File: src/rtl/lc3_writeback_unit.sv
// LC-3 writeback unit.
//
// Collects results from the ALU and memory paths and drives the single write
// port of the 8x16 register file. Tracks, per register, how many writes are
// still outstanding so that decode can stall on RAW hazards. It also keeps the
// N/Z/P condition codes for the value of each committed write.
//
// Ports:
//   clk, rst                  clock, asynchronous active-high reset
//   iss_valid/iss_dr/iss_ready  decode reserves a destination register
//   alu_valid/alu_dr/alu_data/alu_ready  ALU result handshake
//   mem_valid/mem_dr/mem_data/mem_ready  memory result handshake (priority)
//   rf_data/rf_dr/rf_ld       register file write port (registered)
//   busy                      busy[r] set while any write to R[r] is pending
//   nzp                       condition codes {N,Z,P}
module lc3_writeback_unit #(
    parameter int unsigned PEND_W = 2
) (
    input  logic        clk,
    input  logic        rst,
    input  logic        iss_valid,
    input  logic [2:0]  iss_dr,
    output logic        iss_ready,
    input  logic        alu_valid,
    input  logic [2:0]  alu_dr,
    input  logic [15:0] alu_data,
    output logic        alu_ready,
    input  logic        mem_valid,
    input  logic [2:0]  mem_dr,
    input  logic [15:0] mem_data,
    output logic        mem_ready,
    output logic [15:0] rf_data,
    output logic [2:0]  rf_dr,
    output logic        rf_ld,
    output logic [7:0]  busy,
    output logic [2:0]  nzp
);

    localparam logic [PEND_W-1:0] CntMax = '1;
    localparam logic [PEND_W-1:0] CntOne = PEND_W'(1);

    logic [PEND_W-1:0] cnt_q [8];
    logic [PEND_W-1:0] cnt_d [8];
    logic              rf_ld_q;
    logic [2:0]        rf_dr_q;
    logic [15:0]       rf_data_q;
    logic [2:0]        nzp_q, nzp_d;

    logic        accept;
    logic [2:0]  win_dr;
    logic [15:0] win_data;
    logic [7:0]  inc_vec, dec_vec;

    // Memory always wins; the ALU waits while memory presents a result.
    assign mem_ready = 1'b1;
    assign alu_ready = !mem_valid;
    assign iss_ready = (cnt_q[iss_dr] != CntMax);

    always_comb begin
        accept   = 1'b0;
        win_dr   = rf_dr_q;
        win_data = rf_data_q;
        if (mem_valid) begin
            accept   = 1'b1;
            win_dr   = mem_dr;
            win_data = mem_data;
        end else if (alu_valid) begin
            accept   = 1'b1;
            win_dr   = alu_dr;
            win_data = alu_data;
        end
    end

    // Condition codes follow the value being committed this edge.
    always_comb begin
        nzp_d = nzp_q;
        if (rf_ld_q) begin
            if (rf_data_q[15])          nzp_d = 3'b100;
            else if (rf_data_q == '0)   nzp_d = 3'b010;
            else                        nzp_d = 3'b001;
        end
    end

    // Scoreboard: a commit to an unreserved register does not underflow.
    always_comb begin
        inc_vec = '0;
        dec_vec = '0;
        busy    = '0;
        for (int r = 0; r < 8; r++) begin
            inc_vec[r] = iss_valid && iss_ready && (iss_dr == 3'(r));
            dec_vec[r] = rf_ld_q && (rf_dr_q == 3'(r)) && (cnt_q[r] != '0);
            busy[r]    = (cnt_q[r] != '0);
            cnt_d[r]   = cnt_q[r];
            if (inc_vec[r] && !dec_vec[r]) begin
                cnt_d[r] = cnt_q[r] + CntOne;
            end else if (dec_vec[r] && !inc_vec[r]) begin
                cnt_d[r] = cnt_q[r] - CntOne;
            end
        end
    end

    always_ff @(posedge clk or posedge rst) begin
        if (rst) begin
            rf_ld_q   <= 1'b0;
            rf_dr_q   <= '0;
            rf_data_q <= '0;
            nzp_q     <= 3'b010;
            for (int r = 0; r < 8; r++) begin
                cnt_q[r] <= '0;
            end
        end else begin
            rf_ld_q <= accept;
            if (accept) begin
                rf_dr_q   <= win_dr;
                rf_data_q <= win_data;
            end
            nzp_q <= nzp_d;
            for (int r = 0; r < 8; r++) begin
                cnt_q[r] <= cnt_d[r];
            end
        end
    end

    assign rf_ld   = rf_ld_q;
    assign rf_dr   = rf_dr_q;
    assign rf_data = rf_data_q;
    assign nzp     = nzp_q;

endmodule

File: config.mk
export PLATFORM = sky130hd
export DESIGN_NAME = lc3_writeback_unit
export DESIGN_NICKNAME = d
export VERILOG_FILES = /design/src/rtl/lc3_writeback_unit.sv
export SDC_FILE = /design/constraint.sdc
export NUM_CORES = 1
export LEC_CHECK = 0
export ABC_AREA = 1
export CELL_PAD_IN_SITES_DETAIL_PLACEMENT = 0
export CELL_PAD_IN_SITES_GLOBAL_PLACEMENT = 2
export CORE_UTILIZATION = 25
export CTS_BUF_LIST = sky130_fd_sc_hd__clkbuf_16
export CTS_CLUSTER_DIAMETER = 60
export DETAILED_ROUTE_END_ITERATION = 8
export PLACE_DENSITY_LB_ADDON = 0.1
export SYNTH_ARGS = -nofsm -noshare
export SYNTH_HDL_FRONTEND = slang
export SYNTH_SLANG_ARGS = --single-unit
File: constraint.sdc
create_clock -name clk -period 2.3 [get_ports clk]
set_clock_uncertainty 0.05 [all_clocks]
set_input_delay 0.345 -clock clk [delete_from_list [all_inputs] [get_ports clk]]
set_output_delay 0.345 -clock clk [all_outputs]
set_load 0.02 [all_outputs]
==> reports/qor.csv <==
metric,value,unit
CP Cell Sequence,clkdlybuf4s50_1 -> buf_4 -> nand2_1 -> nand2_1 -> nand3_1 -> and2_1 -> dlygate4sd2_1,
number of iterations in the first detailed-routing pass,4,
Worst EP arrival,1720,ps
Layout Area Growth over Synthesis,51.09,%
Crit-path slowest cell,clkdlybuf4s50_1,
CTS tree,yes,
largest net degree at the start of global routing,40,
Slew Limit Fails,0,
Cells after Synth,289,
All-Layer GR Usage,0.1447,
Static Leak,0.001605,uW
Iter 0 DRT Violations,47,
Yosys top cell by area,dfrtp_1,
Worst Tran Pin Value,524.8,ps
PwrDens,812.8,nW/um^2
clock sink count,39,
"Hold Violations, Final",0,
GP Congestion,0.7399,
Worst slew margin,0.6501,
"Reg clk slew, reported paths",60,ps
WL/cell,13.10,um
kind of critical path,input pin to primary output,
"Max FO, Critical Path",5,
Num CTS Buffers,5,
antenna violations before repair,0,
ant diodes,0,
row cnt,34,
CTS root buffer,clkbuf_16,
die span in y,96.84,um
peak supply drop,283.8,uV
"delay-heaviest family, CP",buffers and inverters,
Die Width,96.84,um
vias in the first global route,2260,
Fill cells,924,
core area,8721,sq um
Hold Path Cell Cnt,2,
Critical Path Source Type,input pin,
hold-fix buffers at CTS,0,
Reg2Reg Depth,7,
Via Count,2142,
Total Routed Length,6431,um
fin crit period,2115,ps
Port Buf Inserts,78,
Worst EP required,1900,ps
Final setup viols,0,
clock buffer depth,2,
Max-cap violations,0,
Skew-Pair Late Insertion Delay,280,ps
Synth cell types,24,
Critical Path Max Stage Delay,520,ps
sequential area share after synthesis,0.4346,
die area,9377,sq um
status,"complete, no violations",
period utilisation layout,0.9196,
layout cells sized above 1,0.08094,
final-stage net count,436,
H-tree depth,2,
final setup margin,184.9,ps
HPWL Detailed,4851,um
Crit path top cell by count,nand2_1,
vias per cell,4.363,
first-pass GRT wire length,10740,um
Post-CTS Setup Inserts,0,
synthesized flop and latch total,39,
CP Capture Type,primary output,
Initial Util,0.2578,
Post-Syn Area,2248,sq um
dpl ws,-203.0,ps
Fin Hold WS,430.2,ps
io pins,80,
RSZ-0062 raised after global routing,false,
Synth Area per Inst,7.780,sq um
number of remaining DRC errors,0,
synth top area cells,"dfrtp_1 (42%), nand2_1 (12%), inv_1 (7.8%), o211ai_1 (6.3%), nand3_1 (6.2%)",
Worst path depth,7,
Bufs and invs on worst path,3,
grt total ovfl,0,
YS warnings,0,
post-synth top area share,0.4229,
Synthesized Nets,343,
Max Clk Rate,0.4728,GHz
Routed Antenna Nets,0,
hold crit path type,flip-flop to flip-flop,
Yosys cell counts:
library cell	instances
o21ai_0	9
o21ai_1	2
dfstp_2	1
buf_4	1
nor2_1	16
buf_6	1
inv_2	1
or2_2	1
nand2_1	72
o211ai_1	19
dfrtp_1	38
and2_1	1
inv_1	47
buf_2	3
xor2_1	8
nand3_1	28
conb_1	1
xnor2_1	8
buf_1	1
a21oi_1	8
clkbuf_1	5
nand3_2	2
ha_1	8
nand4_1	8
power breakdown:
part	leakage [uW]	internal (uW)	switching (uW)
clock network	0.0000710	396	284
logic	0.00108	502	572
registers	0.000457	871	136
total	0.00160	1770	993
cells by family after synthesis:
| logic type | synth area share |
|---|---|
| AO/OA/AOI/OAI | 0.1057 |
| XOR/XNOR | 0.06233 |
| adder cells (fa/ha/maj) | 0.04452 |
| buffers and inverters | 0.1052 |
| flip-flops | 0.4346 |
| other | 0.001668 |
| AND/OR/NAND/NOR | 0.2460 |
metrics by stage:
stage	power [uW]	TNS [ps]	util	std cells	cell area, sq um
6_report	2761	0	0.3895	491	3397
5_1_grt	2964	0	0.3895	491	3397
4_1_cts	2819	0	0.3888	491	3391
3_5_place_dp	2114	-1589	0.3727	483	3251
3_3_place_gp	2115	-1383	0.3727	483	3251
2_1_floorplan	1635	0	-	289	2248
cells in the final DEF, fill, tap and decap left out, drive strengths merged:
master / instances
clkinvlp: 1
clkbuf: 5
nor2: 16
conb: 1
o211ai: 19
nand4: 8
or2: 1
inv: 49
buf: 19
clkdlybuf4s50: 76
a21oi: 8
clkinv: 1
dlygate4sd2: 1
and2: 1
xnor2: 8
xor2: 8
dfrtp: 38
dfstp: 1
ha: 8
dlymetal6s2s: 1
nand2: 72
nand3: 30
o21ai: 11
worst paths after layout:
path	endpoint	startpoint	slack, ps
min in group asynchronous	cnt_q[10]	rst	440
hold / removal	nzp[0]	nzp[0]	430
setup reg to reg	cnt_q[15]	rf_ld	470
max in group asynchronous	nzp[1]	rst	1380
hold reg to reg	nzp[0]	nzp[0]	430
setup / recovery	iss_ready	iss_dr[1]	180
metal layers:
layer,global-route usage,up-vias,part of all wire
li1,-,1113,-
met1,0.1708,964,0.43
met2,0.2411,58,0.48
met3,0.05419,7,0.078
met4,0.04822,0,0.012
met5,0,-,0
state kept, by name, indices dropped and copies added, names as in the netlist:
name / count
cnt_q: 16
rf_dr: 3
nzp: 3
rf_ld: 1
rf_data: 16
worst register-to-register path, stage by stage, from the launching register on:
cell	delay [ps]
dfrtp_1	380
inv_1	110
nor2_1	340
nand3_1	130
ha_1	320
a21oi_1	110
o21ai_0	110
xor2_1	150
area by class of cell:
class / count / area, sq um / area share
inverters: 48 / 180.2 / 0.05304
flip-flops and latches: 39 / 977.2 / 0.2877
repair buffers: 97 / 928.4 / 0.2733
clock inverters: 3 / 16.27 / 0.004788
multi-input cells: 191 / 1035 / 0.3046
well taps: 108 / 135.1 / 0.03978
clock buffers: 5 / 125.1 / 0.03683
what timing repair did:
action,4_1_cts,5_1_grt
gates resized for setup,1,3
gates cloned,0,0
endpoints found under the setup margin,1,7
Note: power is estimated with default switching activity, not from simulation.
